===== src/rtl/id_ex_pipeline_register.sv =====
// Decode/Execute boundary register with load-use hazard detection, one-cycle
// bubble insertion, memory-busy freeze, branch flush and a saturating bubble counter.
module id_ex_pipeline_register #(
  parameter int unsigned DATA_W  = 16,
  parameter int unsigned REG_W   = 4,
  parameter int unsigned ALUOP_W = 4,
  parameter int unsigned CNT_W   = 16
) (
  input  logic               clk,
  input  logic               rst_n,
  input  logic               d_valid,
  input  logic [REG_W-1:0]   d_rsrc,
  input  logic [REG_W-1:0]   d_rdest,
  input  logic               d_uses_rsrc,
  input  logic               d_uses_rdest,
  input  logic [DATA_W-1:0]  d_read_data1,
  input  logic [DATA_W-1:0]  d_read_data2,
  input  logic [DATA_W-1:0]  d_imm,
  input  logic [ALUOP_W-1:0] d_alu_op,
  input  logic               d_reg_write,
  input  logic               d_mem_read,
  input  logic               d_mem_write,
  input  logic               d_in_port_select,
  input  logic               mem_busy,
  input  logic               flush,
  output logic               e_valid,
  output logic [REG_W-1:0]   e_rsrc,
  output logic [REG_W-1:0]   e_rdest,
  output logic [DATA_W-1:0]  e_read_data1,
  output logic [DATA_W-1:0]  e_read_data2,
  output logic [DATA_W-1:0]  e_imm,
  output logic [ALUOP_W-1:0] e_alu_op,
  output logic               e_reg_write,
  output logic               e_mem_read,
  output logic               e_mem_write,
  output logic               e_in_port_select,
  output logic               stall_fd,
  output logic [CNT_W-1:0]   bubble_count
);

  typedef struct packed {
    logic               valid;
    logic [REG_W-1:0]   rsrc;
    logic [REG_W-1:0]   rdest;
    logic [DATA_W-1:0]  read_data1;
    logic [DATA_W-1:0]  read_data2;
    logic [DATA_W-1:0]  imm;
    logic [ALUOP_W-1:0] alu_op;
    logic               reg_write;
    logic               mem_read;
    logic               mem_write;
    logic               in_port_select;
  } ex_payload_t;

  typedef enum logic {ST_RUN, ST_BUBBLE} state_t;
  typedef enum logic [1:0] {ACT_LOAD, ACT_HOLD, ACT_CLEAR, ACT_BUBBLE} action_t;

  state_t      state, state_nxt;
  action_t     act;
  ex_payload_t ex_q, d_pl;
  logic [CNT_W-1:0] cnt_q;
  logic        haz;

  // Load in EX whose destination is read by the instruction in decode
  assign haz = ex_q.valid & ex_q.mem_read & d_valid &
               ((d_uses_rsrc  & (d_rsrc  == ex_q.rdest)) |
                (d_uses_rdest & (d_rdest == ex_q.rdest)));

  always_comb begin
    d_pl                = '0;
    d_pl.valid          = d_valid;
    d_pl.rsrc           = d_rsrc;
    d_pl.rdest          = d_rdest;
    d_pl.read_data1     = d_read_data1;
    d_pl.read_data2     = d_read_data2;
    d_pl.imm            = d_imm;
    d_pl.alu_op         = d_alu_op;
    d_pl.reg_write      = d_reg_write      & d_valid;
    d_pl.mem_read       = d_mem_read       & d_valid;
    d_pl.mem_write      = d_mem_write      & d_valid;
    d_pl.in_port_select = d_in_port_select & d_valid;
  end

  // State register
  always_ff @(posedge clk) begin
    if (!rst_n) state <= ST_RUN;
    else        state <= state_nxt;
  end

  // Next state
  always_comb begin
    state_nxt = state;
    if (mem_busy)                    state_nxt = state;
    else if (flush)                  state_nxt = ST_RUN;
    else if (state == ST_RUN && haz) state_nxt = ST_BUBBLE;
    else                             state_nxt = ST_RUN;
  end

  // Edge action and front-end stall
  always_comb begin
    act      = ACT_LOAD;
    stall_fd = 1'b0;
    if (mem_busy) begin
      act      = ACT_HOLD;
      stall_fd = 1'b1;
    end else if (flush) begin
      act = ACT_CLEAR;
    end else if (state == ST_RUN && haz) begin
      act      = ACT_BUBBLE;
      stall_fd = 1'b1;
    end
  end

  // Execute-side payload and bubble counter
  always_ff @(posedge clk) begin
    if (!rst_n) begin
      ex_q  <= '0;
      cnt_q <= '0;
    end else begin
      case (act)
        ACT_HOLD:  ex_q <= ex_q;
        ACT_CLEAR: ex_q <= '0;
        ACT_BUBBLE: begin
          ex_q <= '0;
          if (cnt_q != '1) cnt_q <= cnt_q + CNT_W'(1);
        end
        default:   ex_q <= d_pl;
      endcase
    end
  end

  assign e_valid          = ex_q.valid;
  assign e_rsrc           = ex_q.rsrc;
  assign e_rdest          = ex_q.rdest;
  assign e_read_data1     = ex_q.read_data1;
  assign e_read_data2     = ex_q.read_data2;
  assign e_imm            = ex_q.imm;
  assign e_alu_op         = ex_q.alu_op;
  assign e_reg_write      = ex_q.reg_write;
  assign e_mem_read       = ex_q.mem_read;
  assign e_mem_write      = ex_q.mem_write;
  assign e_in_port_select = ex_q.in_port_select;
  assign bubble_count     = cnt_q;

endmodule


===== config.mk =====
export PLATFORM = sky130hd
export DESIGN_NAME = id_ex_pipeline_register
export DESIGN_NICKNAME = d
export VERILOG_FILES = /design/src/rtl/id_ex_pipeline_register.sv
export SDC_FILE = /design/constraint.sdc
export NUM_CORES = 1
export LEC_CHECK = 0
export CORE_MARGIN = 3
export CORE_UTILIZATION = 40
export DETAILED_ROUTE_END_ITERATION = 16
export PLACE_DENSITY_LB_ADDON = 0.12
export SLEW_MARGIN = 30
export SYNTH_ARGS = -nofsm -noshare
export SYNTH_HDL_FRONTEND = slang
export SYNTH_SLANG_ARGS = --single-unit

===== constraint.sdc =====
create_clock -name clk -period 2.5 [get_ports clk]
set_input_delay 0.75 -clock clk [delete_from_list [all_inputs] [get_ports clk]]
set_output_delay 0.75 -clock clk [all_outputs]
set_load 0.05 [all_outputs]

==> flow_metrics.py <==
metrics = {
    "status": {
        "status": "completed",
    },
    "clocking": {
        "cts-root-buf": "clkbuf_8",
        "clock_sinks": 82,
        "hold_buffers": 0,
        "numCtsBuffers": 9,
        "cts_max_level": 3,
        "cts_tree": "done",
        "clk_pin_slew_ns": 0.08,
        "clk_latency_ns": 0.34,
        "cts_buffer_depth": 2,
    },
    "sta": {
        "hold_viol_final": 0,
        "fin_crit_ns": 2.453,
        "relSlewSlack_pct": 63.63,
        "tns_ns": 0,
        "finClkSkew_ns": 0.01091,
        "worst_slack_ns": 0.04750,
        "rsz0062_at_grt": "false",
        "fmax_mhz": 407.7,
        "tightest_slew_ns": 0.5410,
        "finalMaxSlewViolations": 0,
        "whs_ns": 0.4718,
        "setup_viol": 0,
        "timing.final.crit_share_pct": 98.10,
    },
    "global_route": {
        "grtUsageTotal_pct": 18.44,
        "antenna_found_initial": 0,
        "grt_max_degree": 41,
        "grt_pass1_wl_um": 12700,
        "grt_pass1_vias": 2591,
        "overflow": 0,
    },
    "synth": {
        "yosysTopAreaCellShare_pct": 54.17,
        "synth_area_leaders": "dfxtp_1 (54%), a22o_1 (18%), mux2i_1 (2.6%)",
        "yosys_register_bits": 82,
        "synthFlopType": "dfxtp_1",
        "syn_inst": 273,
        "yosys.area.top_type": "dfxtp_1",
        "yosysWarningCount": 0,
        "yosys.cell_types.count": 39,
        "yosysSeqAreaShare_pct": 54.17,
        "synth_edf_count": 0,
        "syn_area_mm2": 0.003030,
        "synth_area_per_cell_um2": 11.10,
        "async_flop_share_pct": 0,
        "synth_nets": 345,
    },
    "placed_design": {
        "placed_area_mm2": 0.004710,
        "pre_cts_ws_ns": -0.3319,
        "gp_congestion": 0.7440,
        "port_buffers": 152,
        "dp_hpwl_um": 6068,
        "place_inst": 516,
    },
    "pwr": {
        "power_density_mw_per_mm2": 564.5,
        "ir_drop_v": 0.0003028,
        "power.leakage_nw": 1.802,
        "power_mw": 2.779,
    },
    "setup_path": {
        "r2r-start": "bubble_count[0]$_SDFFE_PN0P_",
        "r2r_end": "bubble_count[14]$_SDFFE_PN0P_",
        "worstPathCellList": "buf_6, and4bb_1, nand4_1, o22a_2, nand2b_4, buf_12",
        "crit_path_start_kind": "primary input",
        "crit_arrival_ns": 1.70,
        "criticalPathCategory": "primary input to output pin",
        "worst_setup_path_end_kind": "output pin",
        "crit_slowest_cell": "o22a_2",
        "cp_max_fo": 3,
        "reg2regPathDepth": 6,
        "max_stage_delay_ns": 0.28,
        "r2r_setup_slack_ns": 0.48,
        "cp.required_ns": 1.75,
    },
    "floorplan": {
        "start_util_pct": 41.56,
        "die_area_mm2": 0.008656,
        "ioPinCount": 153,
        "die_height_um": 93.04,
        "row_count": 31,
        "core-area_mm2": 0.007292,
        "die_x_um": 93.04,
    },
    "final_layout": {
        "utilization_pct": 67.50,
        "fin_area_mm2": 0.004922,
        "final_nets": 501,
        "drive_gt1_share_pct": 11.06,
        "num_antenna_cells": 0,
        "syn2layout_area_growth_pct": 62.43,
        "instances_no_fill": 533,
    },
    "route": {
        "drt-total-wl_um": 8131,
        "dr.pass1.iters": 4,
        "vias_per_cell": 5.176,
        "wl_per_cell_um": 15.26,
        "ant_nets": 0,
        "drt_iter0_drc": 80,
        "drcViolationCount": 0,
        "via_count": 2759,
    },
    "flow_run": {
        "maxCapViolations": 0,
    },
    "min_path": {
        "worstHoldEndpoint": "e_in_port_select$_SDFFE_PN0P_",
        "hold_path.class": "flip-flop to flip-flop",
        "worstHoldStart": "e_in_port_select$_SDFFE_PN0P_",
        "whs_path_depth": 1,
    },
}
==> critical path, delay by kind of cell <==
kind | cells | cell delay (ns)
AOI/OAI and AO/OA | 1 | 0.28
buffers and inverters | 2 | 0.22
and+or+nand+nor | 3 | 0.45
==> cells by family (layout without fill, tap and decap cells) <==
group | Yosys count | in the layout | synth area share, %
multiplexers | 8 | 8 | 2.643
buffers and inverters | 24 | 185 | 4.211
AO/OA/AOI/OAI | 83 | 83 | 22.63
XOR/XNOR | 8 | 8 | 2.312
adder cells (fa/ha/maj) | 1 | 1 | 0.4128
AND/OR/NAND/NOR | 67 | 67 | 13.62
flip-flops | 82 | 82 | 54.17
==> layer usage <==
metal  wire (um)  GRT usage (%)  up-vias
met5           0              0        -
met4          93          6.227        0
met3         622          5.792        9
met2        3873          30.05      101
met1        3542          23.10     1302
li1            -              -     1347
==> flip-flops by register name (all words and copies together), names as in the netlist, 4 cells and up <==
register	cells
e_read_data2	16
e_imm	16
e_rdest	4
bubble_count	16
e_rsrc	4
e_read_data1	16
e_alu_op	4
==> Yosys cell counts (3+ instances only) <==
library cell and instances:
dfxtp_1 82, a22o_1 61, nand2_1 17, clkbuf_1 11
mux2i_1 8, nand2b_1 8, xnor2_1 8, a21oi_1 7
nor4_1 6, buf_4 5, nand3_1 5, o31ai_1 5
a32o_1 4, nand4_1 4, nor2_1 4, or4_1 4
buf_2 3, o21ai_0 3, or3_1 3
==> cell type report <==
type	count	area (um2)
Timing Repair Buffer	166	1642
Sequential cell	82	1642
Clock buffer	9	123.9
Multi-Input combinational cell	167	1303
Clock inverter	7	77.57
Fill cell	604	2370
Tap cell	99	123.9
Inverter	3	11.26
==> power breakdown <==
group	leakage, nW	switching, mW	total, mW	internal [mW]
combinational	1.04	0.242	0.456	0.215
clock	0.100	0.484	0.954	0.470
sequential	0.667	0.0224	1.37	1.35
total	1.80	0.748	2.78	2.03
==> cells in the final DEF, fill, tap and decap left out, types with 2 or more instances in the layout <==
cell / count
nand4b_1: 2
buf_12: 3
nand2b_1: 7
clkdlybuf4s15_1: 4
clkbuf_2: 2
xnor2_2: 3
buf_2: 2
nand3_1: 5
or2_0: 2
clkbuf_8: 9
a22o_1: 61
dfxtp_1: 82
nand2_1: 17
nor2_1: 4
a32o_1: 4
clkinv_4: 2
inv_6: 2
xnor2_1: 5
inv_1: 2
mux2i_1: 8
or4b_1: 2
o21ai_0: 3
dlygate4sd2_1: 2
o31ai_1: 5
buf_4: 12
nand4_1: 4
a21oi_1: 7
or3_1: 3
or4_1: 4
nor4_1: 6
clkdlybuf4s50_1: 139
==> how the worst max path moves through the flow <==
stage | cells after the start | from | to | slack, ns
2_1_floorplan | 5 | flush | stall_fd | 0.009
3_5_place_dp | 6 | flush | stall_fd | -0.33
3_3_place_gp | 6 | flush | stall_fd | -0.32
5_1_grt | 6 | flush | stall_fd | 0.002
4_1_cts | 6 | d_rdest[3] | stall_fd | 0.001
6_report | 6 | flush | stall_fd | 0.05
==> timing repair <==
action	4_1_cts	5_1_grt
endpoints found under the setup margin	1	1
buffers inserted	0	1
gates resized for setup	29	7
pin swaps	11	8
(Power assumes the default switching activity.)
==> patch 1, RTL diff (same settings) <==
Change the parameter `CNT_W` from 16 to 32.
--- a/src/rtl/id_ex_pipeline_register.sv
+++ b/src/rtl/id_ex_pipeline_register.sv
@@ -6,3 +6,3 @@
   parameter int unsigned ALUOP_W = 4,
-  parameter int unsigned CNT_W   = 16
+  parameter int unsigned CNT_W   = 32
 ) (
Ports: changed (resized bubble_count); port bits go from 153 to 169. The function was not compared with the original's and may differ.
==> patch 1 against the unedited design <==
- the flow now finishes with violations (setup timing)
- core utilization is 4.0 points lower
- maximum frequency is 3.9% lower
- worst setup slack worse by 0.099 ns
- sequential cell count is 16 higher
- area after synthesis is 45% higher
- critical path depth stayed put
- register-to-register slack worse by 0.29 ns
- wire length is 56% higher
- design area is 36% higher
- sequential power is 20% higher
- combinational power is 35% higher
- first-iteration DRC count is 94% higher
- total power is 23% higher
- count of clock-buffer cells in the layout is 1 higher
- largest power group unchanged
==> patch 1: results (changes against the unedited design) <==
{
  "post_dp_cell_area": {"value": 6430, "unit": "sq um", "change": "was 4710 sq um"},
  "synth_xor_xnor_area_share": {"value": 0.0159, "change": "was 0.0231"},
  "final.setup_skew": {"value": 0.0116, "unit": "ns", "change": "was 0.0109 ns"},
  "syn-mean-instance-area": {"value": 9.38, "unit": "sq um", "change": "was 11.1 sq um"},
  "timing.critical_path.arrival": {"value": 1.80, "unit": "ns", "change": "was 1.70 ns"},
  "gp_congestion": {"value": 0.835, "change": "was 0.744"},
  "pin_count_of_the_biggest_net_entering_global_routing": {"value": 50, "change": "was 41"},
  "yosys-mux-area-fraction": {"value": 0.184, "change": "was 0.0264"},
  "synth_seq_area_share": {"value": 0.446, "change": "was 0.542"},
  "cp_max_fo": {"value": 2, "change": "was 3"},
  "placement.io_buffers": {"value": 168, "change": "was 152"},
  "detailed_place_hpwl": {"value": 9230, "unit": "microns", "change": "was 6070 microns"},
  "yosys.area_share.adder": {"value": 0.00284, "change": "was 0.00413"},
  "fin_setup_tns": {"value": -0.0511, "unit": "ns", "change": "was 0 ns"},
  "cell_count_after_placement": {"value": 764, "change": "was 516"},
  "worst_slack": {"value": -0.0511, "unit": "ns", "change": "was 0.0475 ns"},
  "firstDrtPassIters": {"value": 5, "change": "was 4"},
  "synth_cell_type_count": {"value": 37, "change": "was 39"},
  "clk_transition_reported_paths": {"value": 0.10, "unit": "ns", "change": "was 0.08 ns"},
  "final-setup-viol-count": {"value": 1, "change": "was 0"},
  "post_route_cells_drive_above_1_share": {"value": 0.128, "change": "was 0.111"},
  "violations": {"value": "setup timing"},
  "drt_first_iter_violations": {"value": 155, "change": "was 80"},
  "run_status": {"value": "finished with violations", "change": "was complete, no violations"},
  "power_leakage": {"value": 2.55, "unit": "nW", "change": "was 1.80 nW"},
  "grt_use_met1": {"value": 0.246, "change": "was 0.231"},
  "power.ir.vdd_worst": {"value": 0.358, "unit": "mV", "change": "was 0.303 mV"},
  "critical-path-slowest-cell": {"value": "sky130_fd_sc_hd__nand4b_1", "change": "was sky130_fd_sc_hd__o22a_2"},
  "post_layout_instance_count_excluding_filler_cells": {"value": 782, "change": "was 533"},
  "slew_headroom": {"value": 0.513, "change": "was 0.636"},
  "source_to_sink_clock_delay_at_the_later_pin_of_the_worst_skew_pair": {"value": 0.37, "unit": "ns", "change": "was 0.34 ns"},
  "global_route.usage.met3": {"value": 0.0644, "change": "was 0.0579"},
  "nets_finish": {"value": 713, "change": "was 501"},
  "synth_compound_gate_area_share": {"value": 0.0549, "change": "was 0.226"},
  "viasPerCell": {"value": 5.36, "change": "was 5.18"},
  "wire_per_inst": {"value": 16.2, "unit": "microns", "change": "was 15.3 microns"},
  "synthesis.nets": {"value": 541, "change": "was 345"},
  "placement.setup.worst_slack": {"value": -0.541, "unit": "ns", "change": "was -0.332 ns"},
  "first_global_vias": {"value": 4182, "change": "was 2591"}
}
patch 1: cell types whose count changed after synthesis, sizes merged, moves of 11 or more:
cell / delta
a22o: -61
a21oi: +11
nand2: +22
nand2b: +13
dfxtp: +16
mux2i: +73
clkbuf: +23
nor3: +66
patch 1: tightest hold or removal path: stages, from the launching register on:
cell,delay (ns)
sky130_fd_sc_hd__dfxtp_1,0.32
sky130_fd_sc_hd__nand2_1,0.05
sky130_fd_sc_hd__a21oi_1,0.05
patch 1: stage by stage:
step,hold slack (ns),utilization
floorplan,0.547,-
finish,0.469,0.635
global placement,0.443,0.612
detailed placement,0.457,0.612
global route,0.506,0.635
CTS,0.470,0.634
patch 1: kinds of logic (layout without fill, tap and decap cells):
group | Yosys count | after routing
AND/OR/NAND/NOR | 203 | 203
flip-flops | 98 | 98
multiplexers | 81 | 81
buffers and inverters | 40 | 217
AO/OA/AOI/OAI | 38 | 38
XOR/XNOR | 8 | 8
adder cells (fa/ha/maj) | 1 | 1
patch 1: worst paths after layout:
check | from | endpoint | slack (ns) | cells after the start
worst max-delay path | flush | stall_fd | -0.05 | 6
worst min-delay path | e_mem_write | e_mem_write | 0.47 | 2
worst max register to register | bubble_count[0] | bubble_count[30] | 0.19 | 6
worst min register to register | e_mem_write | e_mem_write | 0.47 | 2
patch 1: what timing repair did:
action                                  4_1_cts  5_1_grt
hold buffers                                  0        0
hold endpoints to repair                      0        0
pin swaps                                     3        4
resized for setup                            19       13
endpoints found under the setup margin       31        6
buffers inserted                              2        0
patch 1: power breakdown:
| group | total [W] | switching, W | internal [W] |
|---|---|---|---|
| logic | 0.000614 | 0.000349 | 0.000265 |
| clock network | 0.00117 | 0.000576 | 0.000595 |
| registers | 0.00164 | 0.0000303 | 0.00161 |
patch 1: layer usage:
metal | wire (microns) | up-vias
met2 | 6220 | 121
li1 | - | 2057
met4 | 235 | 0
met1 | 5300 | 1996
met5 | 0 | -
met3 | 930 | 18
patch 1: area by class of cell:
type / instances / area (sq um)
clock buffers: 10 / 138
clock inverters: 6 / 87.6
well taps: 136 / 170
repair buffers: 198 / 1930
multi-input cells: 331 / 2350
flip-flops and latches: 98 / 1990
inverters: 3 / 11.3
fillers: 907 / 3830
==> patch 2, RTL diff (same settings) <==
Made on the original files. Reset style: asynchronous (`rst_n`), changed in 2 clocked blocks.
--- a/src/rtl/id_ex_pipeline_register.sv
+++ b/src/rtl/id_ex_pipeline_register.sv
@@ -84,3 +84,3 @@
   // State register
-  always_ff @(posedge clk) begin
+  always_ff @(posedge clk or negedge rst_n) begin
     if (!rst_n) state <= ST_RUN;
@@ -114,3 +114,3 @@
   // Execute-side payload and bubble counter
-  always_ff @(posedge clk) begin
+  always_ff @(posedge clk or negedge rst_n) begin
     if (!rst_n) begin
Function: differs if rst_n is asserted again (counterexample within 4 cycles, from zero or initial values and one cycle with rst_n low); with rst_n held inactive, the same outputs for 10 cycles.
==> patch 2 against the unedited design <==
- the flow now finishes with violations (setup timing)
- wire length is 12% higher
- count of clock-buffer cells in the layout is 4 higher
- worst setup slack worse by 0.050 ns
- sequential share of layout area is 4.5 points higher
- non-clock buffer count is 1 higher
- sequential cell count stayed put
- total power is 16% higher
- core utilization is 2.2 points lower
- combinational power is 70% higher
- via count is 12% higher
- die area is 13% higher
- area after synthesis is 14% higher
- design area is 10% higher
- critical path type unchanged
- largest power group unchanged
- highest routed layer unchanged
==> patch 2: results (changes against the unedited design) <==
{
  "synth_seq_area_share": {"value": 0.592, "change": "was 0.542"},
  "met2_usage": {"value": 0.294, "change": "was 0.301"},
  "grt_use_met1": {"value": 0.259, "change": "was 0.231"},
  "global_route.usage.met3": {"value": 0.0665, "change": "was 0.0579"},
  "fill_cell_instance_count_of_the_final_layout": {"value": 707, "change": "was 604"},
  "post_dp_cell_area": {"value": 5160, "unit": "sq um", "change": "was 4710 sq um"},
  "critical-path-slowest-cell": {"value": "sky130_fd_sc_hd__or3_4", "change": "was sky130_fd_sc_hd__o22a_2"},
  "total_routed_wirelength": {"value": 9100, "unit": "microns", "change": "was 8130 microns"},
  "first_global_vias": {"value": 3041, "change": "was 2591"},
  "worst_tran_pin_value": {"value": 0.708, "unit": "ns", "change": "was 0.541 ns"},
  "power_sequential": {"value": 0.00146, "unit": "W", "change": "was 0.00137 W"},
  "worst_hold_slack": {"value": 0.379, "unit": "ns", "change": "was 0.472 ns"},
  "run_status": {"value": "finished with violations", "change": "was complete, no violations"},
  "wire_length_of_the_first_global_routing_pass": {"value": 15100, "unit": "microns", "change": "was 12700 microns"},
  "violations": {"value": "setup timing"},
  "pin_count_of_the_biggest_net_entering_global_routing": {"value": 74, "change": "was 41"},
  "post_layout_instance_count_excluding_filler_cells": {"value": 640, "change": "was 533"},
  "fin_setup_tns": {"value": -0.00284, "unit": "ns", "change": "was 0 ns"},
  "power.ir.vdd_worst": {"value": 0.282, "unit": "mV", "change": "was 0.303 mV"},
  "drt_first_iter_violations": {"value": 137, "change": "was 80"},
  "p_switching": {"value": 0.000983, "unit": "W", "change": "was 0.000748 W"},
  "worst_slack": {"value": -0.00284, "unit": "ns", "change": "was 0.0475 ns"},
  "met3_length": {"value": 679, "unit": "microns", "change": "was 622 microns"},
  "final-setup-viol-count": {"value": 1, "change": "was 0"},
  "ff2ff_path_depth": {"value": 7, "change": "was 6"},
  "gp_congestion": {"value": 0.783, "change": "was 0.744"},
  "timing.critical_path.arrival": {"value": 1.75, "unit": "ns", "change": "was 1.70 ns"},
  "cell_count_after_placement": {"value": 622, "change": "was 516"}
}
==> patch 2: repair_timing <==
action	in CTS	in global routing
endpoints found under the hold margin	0	0
buffers inserted	2	0
gates resized for setup	35	20
hold buffers	0	0
setup endpoints to repair	3	1
pin swaps	9	8
==> patch 2: logic make-up after synthesis <==
group / Yosys count
XOR/XNOR: 20
flip-flops: 82
AO/OA/AOI/OAI: 69
buffers and inverters: 26
multiplexers: 2
adder cells (fa/ha/maj): 1
AND/OR/NAND/NOR: 173
==> patch 2: area by class of cell <==
type	instances	area (sq um)	share of cell area
Clock buffer	13	169	0.0312
Clock inverter	3	46.3	0.00854
Inverter	5	18.8	0.00346
Multi-Input combinational cell	265	1360	0.250
Sequential cell	82	2050	0.379
Tap cell	105	131	0.0242
Timing Repair Buffer	167	1640	0.303
